--- config.mk ---
export PLATFORM = sky130hd
export DESIGN_NAME = fetch_decode_queue
export DESIGN_NICKNAME = d
export VERILOG_FILES = /design/src/rtl/fetch_decode_queue_pkg.sv /design/src/rtl/fetch_decode_queue_storage.sv /design/src/rtl/fetch_decode_queue.sv
export SDC_FILE = /design/constraint.sdc
export NUM_CORES = 1
export LEC_CHECK = 0
export ABC_AREA = 1
export CORE_MARGIN = 2
export CORE_UTILIZATION = 41
export CTS_BUF_LIST = sky130_fd_sc_hd__clkbuf_8 sky130_fd_sc_hd__clkbuf_16
export DETAILED_ROUTE_END_ITERATION = 12
export PLACE_DENSITY = 0.66
export SYNTH_ARGS = -nofsm -noshare
export SYNTH_HDL_FRONTEND = slang
export SYNTH_SLANG_ARGS = --single-unit
--- constraint.sdc ---
create_clock -name CLK -period 7.3 [get_ports CLK]
set_input_delay 1.825 -clock CLK [delete_from_list [all_inputs] [get_ports CLK]]
set_output_delay 1.825 -clock CLK [all_outputs]
set_load 0.05 [all_outputs]
--- src/rtl/fetch_decode_queue_pkg.sv ---
// -----------------------------------------------------------------------------
// fetch_decode_queue_pkg
//   Shared constants and helpers for the fetch/decode instruction queue.
//   - DATA_W_DEFAULT : default width of an instruction word and each PC field
//   - DEPTH_MIN/MAX  : legal range of queue depth (must also be a power of two)
//   - FIELDS         : number of DATA_W fields in a bundle (instr, PC, PC+4)
//   - bundle_w()     : width of one stored bundle
//   - is_pow2()      : power-of-two test used by the elaboration-time checks
//   An empty queue presents the all-zero bundle, which decode treats as a NOP.
// -----------------------------------------------------------------------------
package fetch_decode_queue_pkg;

    localparam int DATA_W_DEFAULT = 32;
    localparam int DEPTH_MIN      = 2;
    localparam int DEPTH_MAX      = 16;
    localparam int FIELDS         = 3;

    function automatic int bundle_w(input int data_w);
        return FIELDS * data_w;
    endfunction

    function automatic bit is_pow2(input int value);
        return (value > 0) && ((value & (value - 1)) == 0);
    endfunction

endpackage : fetch_decode_queue_pkg

--- src/rtl/fetch_decode_queue_storage.sv ---
// -----------------------------------------------------------------------------
// fdq_storage
//   Register array holding the queued bundles.
//   Ports:
//     CLK      in   clock; writes happen on the rising edge
//     wr_en    in   write the bundle at wr_addr this edge
//     wr_addr  in   write pointer
//     wr_data  in   bundle to store {instr, pc, pc_plus4}
//     rd_addr  in   read pointer (head of queue)
//     rd_data  out  bundle at rd_addr, combinational read
// -----------------------------------------------------------------------------
module fdq_storage
    import fetch_decode_queue_pkg::*;
#(
    parameter int DATA_W = DATA_W_DEFAULT,
    parameter int DEPTH  = 4,
    localparam int AW    = $clog2(DEPTH),
    localparam int BW    = bundle_w(DATA_W)
) (
    input  logic          CLK,
    input  logic          wr_en,
    input  logic [AW-1:0] wr_addr,
    input  logic [BW-1:0] wr_data,
    input  logic [AW-1:0] rd_addr,
    output logic [BW-1:0] rd_data
);

    logic [BW-1:0] mem [DEPTH];

    // NOTE: the array has no reset; stale contents are never visible because
    // the control logic gates the outputs whenever the queue is empty.
    always_ff @(posedge CLK) begin
        if (wr_en) begin
            mem[wr_addr] <= wr_data;
        end
    end

    assign rd_data = mem[rd_addr];

endmodule : fdq_storage

--- src/rtl/fetch_decode_queue.sv ---
// -----------------------------------------------------------------------------
// fetch_decode_queue
//   Instruction queue between fetch and decode. Buffers up to DEPTH bundles
//   (instruction, PC, PC+4) so fetch keeps running while decode is stalled.
//   Ports:
//     CLK                in   clock
//     RESET              in   synchronous, active-low reset
//     FLUSH              in   drop all entries and this cycle's incoming bundle
//     IN_VALID           in   fetch presents a bundle
//     IN_READY           out  queue has room (COUNT < DEPTH)
//     Instr1_IF          in   fetched instruction
//     Instr_PC_IF        in   PC of fetched instruction
//     Instr_PC_Plus4_IF  in   PC+4 of fetched instruction
//     STALL              in   decode frozen, head is held
//     OUT_VALID          out  head entry valid (COUNT != 0)
//     Instr1_OUT         out  head instruction, 0 when empty
//     Instr_PC_OUT       out  head PC, 0 when empty
//     Instr_PC_Plus4     out  head PC+4, 0 when empty
//     COUNT              out  occupancy 0..DEPTH
//     ALMOST_FULL        out  COUNT >= AF_LEVEL
// -----------------------------------------------------------------------------
module fetch_decode_queue
    import fetch_decode_queue_pkg::*;
#(
    parameter int DATA_W   = DATA_W_DEFAULT,
    parameter int DEPTH    = 4,
    parameter int AF_LEVEL = DEPTH - 1,
    localparam int AW      = $clog2(DEPTH),
    localparam int CW      = AW + 1
) (
    input  logic              CLK,
    input  logic              RESET,
    input  logic              FLUSH,
    input  logic              IN_VALID,
    output logic              IN_READY,
    input  logic [DATA_W-1:0] Instr1_IF,
    input  logic [DATA_W-1:0] Instr_PC_IF,
    input  logic [DATA_W-1:0] Instr_PC_Plus4_IF,
    input  logic              STALL,
    output logic              OUT_VALID,
    output logic [DATA_W-1:0] Instr1_OUT,
    output logic [DATA_W-1:0] Instr_PC_OUT,
    output logic [DATA_W-1:0] Instr_PC_Plus4,
    output logic [CW-1:0]     COUNT,
    output logic              ALMOST_FULL
);

    localparam int BW = bundle_w(DATA_W);
    localparam logic [CW-1:0] FULL_COUNT = CW'(DEPTH);
    localparam logic [CW-1:0] AF_COUNT   = CW'(AF_LEVEL);

    // Elaboration-time parameter checks.
    if (!is_pow2(DEPTH) || DEPTH < DEPTH_MIN || DEPTH > DEPTH_MAX) begin : g_bad_depth
        $error("fetch_decode_queue: DEPTH must be a power of two in 2..16");
    end
    if (AF_LEVEL < 1 || AF_LEVEL > DEPTH) begin : g_bad_af
        $error("fetch_decode_queue: AF_LEVEL must be in 1..DEPTH");
    end

    logic [AW-1:0] wr_ptr,  wr_ptr_n;
    logic [AW-1:0] rd_ptr,  rd_ptr_n;
    logic [CW-1:0] count,   count_n;
    logic          push,    pop;
    logic [BW-1:0] wr_bundle, head_bundle;

    // Flags come from registered occupancy only, so IN_READY ignores STALL
    // and a same-cycle pop: a full queue refuses a push even while draining.
    assign IN_READY    = (count != FULL_COUNT);
    assign OUT_VALID   = (count != '0);
    assign ALMOST_FULL = (count >= AF_COUNT);
    assign COUNT       = count;

    assign wr_bundle = {Instr1_IF, Instr_PC_IF, Instr_PC_Plus4_IF};

    // NOTE: every signal driven here gets a default first, so no path can
    // leave one unassigned and infer a latch.
    always_comb begin
        push     = RESET && !FLUSH && IN_VALID && IN_READY;
        pop      = RESET && !FLUSH && OUT_VALID && !STALL;
        wr_ptr_n = wr_ptr;
        rd_ptr_n = rd_ptr;
        count_n  = count;

        if (FLUSH) begin
            wr_ptr_n = '0;
            rd_ptr_n = '0;
            count_n  = '0;
        end else begin
            // Pointers wrap naturally because DEPTH is a power of two.
            if (push) wr_ptr_n = wr_ptr + AW'(1);
            if (pop)  rd_ptr_n = rd_ptr + AW'(1);
            case ({push, pop})
                2'b10:   count_n = count + CW'(1);
                2'b01:   count_n = count - CW'(1);
                default: count_n = count;
            endcase
        end
    end

    // NOTE: state registers use non-blocking assignments so every flop samples
    // the pre-edge values regardless of statement order.
    always_ff @(posedge CLK) begin
        if (!RESET) begin
            wr_ptr <= '0;
            rd_ptr <= '0;
            count  <= '0;
        end else begin
            wr_ptr <= wr_ptr_n;
            rd_ptr <= rd_ptr_n;
            count  <= count_n;
        end
    end

    fdq_storage #(
        .DATA_W (DATA_W),
        .DEPTH  (DEPTH)
    ) u_storage (
        .CLK     (CLK),
        .wr_en   (push),
        .wr_addr (wr_ptr),
        .wr_data (wr_bundle),
        .rd_addr (rd_ptr),
        .rd_data (head_bundle)
    );

    // Empty queue shows the all-zero NOP bundle instead of stale storage.
    always_comb begin
        Instr1_OUT     = '0;
        Instr_PC_OUT   = '0;
        Instr_PC_Plus4 = '0;
        if (OUT_VALID) begin
            {Instr1_OUT, Instr_PC_OUT, Instr_PC_Plus4} = head_bundle;
        end
    end

endmodule : fetch_decode_queue

After elaboration in Yosys (flattened, before gate mapping)
Memory sizes are Yosys's and may differ from the RTL's. A register that Yosys moved wholly into a read port is not among the register bits.
Index checks and enable logic that the tools add are counted.
{ "classes": {"add_sub_neg": 4, "n_mul": 0, "n_div": 0, "order_cmp": 1, "eq_ne": 3, "n_shift": 0, "muxes": 8, "bitwise": 1, "reduce_logical": 10} }
{ "ops": {"columns": ["operator", "count"], "rows": [
  ["2-to-1 mux 32 bit", 3],
  ["case mux 3 bit (2 select lines)", 1],
  ["logical AND 1 bit", 5],
  ["adder 2 x 1 -> 2 bit, second input constant", 2],
  ["2-to-1 mux 2 bit", 2],
  ["adder 3 x 1 -> 3 bit, second input constant", 1],
  [">= comparator 3 x 2 -> 1 bit, second input constant", 1],
  ["!= test 3 bit, second input constant", 1],
  ["nonzero test 3 bit", 1],
  ["subtractor 3 x 1 -> 3 bit, second input constant", 1],
  ["equality test 2 x 1 -> 1 bit, second input constant", 1],
  ["equality test 2 bit, second input constant", 1],
  ["zero test 1 bit", 2],
  ["2-to-1 mux 1 bit", 2],
  ["nonzero test 2 bit", 1],
  ["OR reduction 2 bit", 1],
  ["inverter 1 bit", 1]
]} }
{ "totals": {"reg_bits": 7, "latch_bits": 0, "ramBits": 384, "rom_bits": 0, "in_bits": 101, "word_cells": 31, "mem_count": 1} }
{ "memory_table": {"columns": ["name", "words", "width", "read_ports", "rd_clocked_by_memory_dff", "wr", "line", "text"], "rows": [
  ["u_storage.mem", 4, 96, 1, 1, 1, "fetch_decode_queue_storage.sv:28", "logic [BW-1:0] mem [DEPTH];"]
]} }

Longest topological paths before layout
{ "logic_depth": {"ltp_word": 6, "depth_mapped": 14, "mapped_depth_nobuf": 14} }

Cells and area by module
A second synthesis with hierarchy kept.
{ "unflattened": {"hier_cells": 1776, "hier_area_um2": 17382.9} }
{ "modules_own_cells": {"columns": ["mod", "instances", "cells_each", "area_per_inst_um2", "seq_area_each_um2"], "rows": [
  ["fdq_storage", 1, 1512, 16077.9, 11531.1],
  ["fetch_decode_queue", 1, 264, 1305.0, 140.1]
]} }

Worst setup path before layout
OpenSTA, ideal clock, no wires.
{ "synth_path": {"kind": "input port to flip-flop", "from": "input FLUSH", "to": "memory u_storage.mem[0][0] (netlist name), enable pin", "setup_time_ps": 552, "arrival_time_ps": 6323, "required_time_ps": 6748, "slack_ps": 425, "stages": 5, "cell_sequence": "inv_1 nand2_1 clkinv_1 nand3_1 nor2_1"} }
{ "synth_between": {"elab_chain_len": 6} }
{ "synth_rtl": {"columns": ["element", "line", "text"], "rows": [
  ["start: declaration", "fetch_decode_queue.sv:33", "input logic FLUSH,"],
  ["zero test 1 bit", "fetch_decode_queue.sv:78", "push = RESET && !FLUSH && IN_VALID && IN_READY;"],
  ["logical AND 1 bit (3 in a row)", "fetch_decode_queue.sv:78", null],
  ["2-to-1 mux 1 bit", "fetch_decode_queue_storage.sv:33", "if (wr_en) begin"],
  ["2-to-1 mux 1 bit (not written as such)", "fetch_decode_queue_storage.sv:34", "mem[wr_addr] <= wr_data;"],
  ["end: declaration", "fetch_decode_queue_storage.sv:28", null]
]} }
No other way between the ends.

Worst setup path after layout
{ "layout_path": {"from": "register count[0] (netlist: COUNT[0])", "to": "output Instr_PC_OUT[5]"} }
{ "layout_between": {"elab_chain_len": 2} }
{ "layout_rtl": {"columns": ["element", "line", "text"], "rows": [
  ["start: declaration", "fetch_decode_queue.sv:62", "logic [CW-1:0] count, count_n;"],
  ["start signal: assignment", "fetch_decode_queue.sv:110", "count <= count_n;"],
  ["nonzero test 3 bit", "fetch_decode_queue.sv:69", "assign OUT_VALID = (count != '0);"],
  ["2-to-1 mux 32 bit", "fetch_decode_queue.sv:131", "if (OUT_VALID) begin"],
  ["end: declaration", "fetch_decode_queue.sv:42", "output logic [DATA_W-1:0] Instr_PC_OUT,"]
]} }
No other way between the ends.

==> flow_summary.json <==
{
  "powerDensity_nw_per_um2": 250,
  "post_cts_resize_count": 0,
  "fin_ws_ns": 1.80,
  "rsz0062_at_grt": "no",
  "grt_pass1_wl_mm": 54.8,
  "synth_compound_area_share_pct": 9.58,
  "cp_slowest_stage_delay_ns": 0.84,
  "setup_viol": 0,
  "drcViolationCount": 0,
  "r2r_slack_ns": 4.54,
  "met3WireLength_mm": 2.66,
  "die_area_um2": 38900,
  "post_cts_buffers": 0,
  "end_kind": "output port",
  "synth-xor-area-share_pct": 0.0572,
  "path_cells": "inv_1 > nand3_2 > clkinv_2 > buf_4 > a21oi_1 > clkdlybuf4s50_1",
  "num_io_pins": 203,
  "clkLatencyLatePin_ns": 0.53,
  "holdPathEnd": "COUNT[0]",
  "cts_tree": "yes",
  "synth_seq_cells": 393,
  "fillerInstances": 3080,
  "reg2reg_from": "COUNT[0]",
  "cts.sinks": 393,
  "tightestPinTransition_ns": 1.10,
  "r2r-end": "u_storage.mem[0][58]",
  "fmax_mhz": 182,
  "finalHoldViolCount": 0,
  "vias_per_cell": 5.14,
  "yosys.area_share.simple_pct": 10.3,
  "fin_worst_skew_ns": 0.0143,
  "cp_top_family": "buffers and inverters",
  "start_util_pct": 41.7,
  "wl_met1_mm": 15.6,
  "clk_pin_slew_ns": 0.06,
  "routed_wl_mm": 35.5,
  "synthCells": 1202,
  "outcome": "complete, no violations",
  "routed.top_layer": "met5",
  "slew_viol_final": 0,
  "pre_cts_slack_ns": 2.30,
  "drtPass1Iterations": 4,
  "root_buffer": "clkbuf_16",
  "slowest_stage": "clkdlybuf4s50_1",
  "cp.arrival_ns": 3.67,
  "ctsHoldBuffers": 0,
  "cp.required_ns": 5.48,
  "finalCritPeriodShare_pct": 75.3,
  "nets": 1498,
  "layout-drive-gt1-share_pct": 5.84,
  "grt_overflow": 0,
  "cts_made_buffers": 42,
  "ant_nets": 0,
  "grt_max_degree": 85,
  "cp_max_fo": 60,
  "syn-mean-instance-area_um2": 12.7,
  "diodes": 0,
  "grtUsageTotal_pct": 18.3,
  "yosysSeqAreaShare_pct": 76.5,
  "fin_total_pwr_w": 0.00475,
  "p_leak_nw": 6.43,
  "cts_buffer_depth": 3,
  "rows": 70,
  "crit_buf_inv": 4,
  "synth_top_family_by_area": "simple AND/OR/NAND/NOR gates",
  "min_path_cells": 1,
  "synth_mux_area_share_pct": 0,
  "post_drt_wl_per_cell_um": 18.8,
  "antenna_found_initial": 1,
  "wl_met2_mm": 16.7,
  "via_count": 9723,
  "die_y_um": 197,
  "synth_area_um2": 15300,
  "yosys_warnings": 0,
  "area_delta_synth_final_pct": 24.2,
  "fin_hold_ws_ns": 0.495,
  "hpwl_mm": 19.9,
  "layout_common_cells": "nor2_1 (389), edfxtp_1 (384), clkdlybuf4s50_1 (202)",
  "r2r_cells": 5,
  "synthDistinctLibCells": 22,
  "max_cap_viol_count": 0,
  "htree_levels": 2,
  "synth_fa_ha_area_share_pct": 0.539,
  "min_from": "COUNT[0]",
  "slew-limit-headroom_pct": 26.9,
  "setup_tns_ns": 0,
  "portBuffers": 202,
  "holdCritPathClass": "reg -> reg",
  "place_congestion": 0.746,
  "critPathLaunchType": "flip-flop",
  "grt_pass1_vias": 9736,
  "fp.dieW_um": 197,
  "critical_path_class": "reg -> out",
  "drt-initial-drc-count": 648,
  "ir_drop_uv": 138,
  "syn_nets": 1309,
  "layout_commonest_cell": "nor2_1",
  "post-route-min-period_ns": 5.50,
  "core_um2": 36700
}
[worst register-to-register path, stage by stage (launching register included)]
cell and delay (ns):
dfxtp_1 0.37, inv_1 0.12, nand3_1 0.21, nand3_1 0.44, nor2_4 0.85, buf_12 0.42
[worst max-delay path by stage]
| stage | start | endpoint | slack (ns) | cells after the start |
|---|---|---|---|---|
| after floorplan | FLUSH | u_storage.mem[0][0] | 0.43 | 5 |
| after global placement | COUNT[0] | Instr_PC_OUT[28] | 2.33 | 6 |
| after detailed placement | COUNT[0] | Instr_PC_OUT[5] | 2.30 | 6 |
| after CTS | COUNT[0] | Instr_PC_OUT[5] | 1.72 | 6 |
| after global routing | COUNT[0] | Instr_PC_OUT[2] | 1.59 | 6 |
| final | COUNT[0] | Instr_PC_OUT[5] | 1.80 | 6 |
[kinds of logic (layout without fill, tap and decap cells)]
group,Yosys count,in the layout
adder cells (fa/ha/maj),6,6
AO/OA/AOI/OAI,293,293
buffers and inverters,94,314
AND/OR/NAND/NOR,415,415
XOR/XNOR,1,1
flip-flops,393,393
[state kept, by name, indices dropped and copies added, names as in the netlist, named ones only]
register       cells
COUNT              3
wr_ptr             2
rd_ptr             2
u_storage.mem    384
[routing by layer]
layer	vias up	track usage [%]
met3	52	4.58
met4	2	3.76
li1	4632	-
met5	-	0
met2	302	29.7
met1	4735	25.1
[power by group]
part	internal (W)	leakage (nW)	switching, W
registers	0.00250	3.54	0.00000656
logic	0.0000918	2.19	0.000154
clock network	0.00118	0.694	0.000824
[through the flow]
stage          util [%]  instances  cell area, um^2
5_1_grt            51.8       1890            19000
3_3_place_gp       48.3       1815            17700
6_report           51.8       1890            19000
2_1_floorplan         -       1202            15300
4_1_cts            51.8       1890            19000
3_5_place_dp       48.3       1815            17700
[cells in the mapped netlist, drive strengths merged]
library cell	count	area, um^2
fa	1	20.0
clkbuf	30	116
dfxtp	9	180
buf	43	270
clkinv	1	3.75
inv	20	75.1
nand4	2	12.5
xor2	1	8.76
nand2	13	48.8
ha	5	62.6
nand3	7	40.0
edfxtp	384	11500
o21ai	195	976
a21oi	98	490
nor2	393	1480
[final cells by class]
class	instances	area, um^2	share of cell area, %
clock buffer	45	1130	5.92
sequential	393	11700	61.6
inverter	21	85.1	0.447
clock inverter	30	184	0.967
tap	468	586	3.08
timing repair buffer	218	2150	11.3
multi-input combinational	715	3160	16.6
No activity file was read; power rests on OpenSTA's default activity.
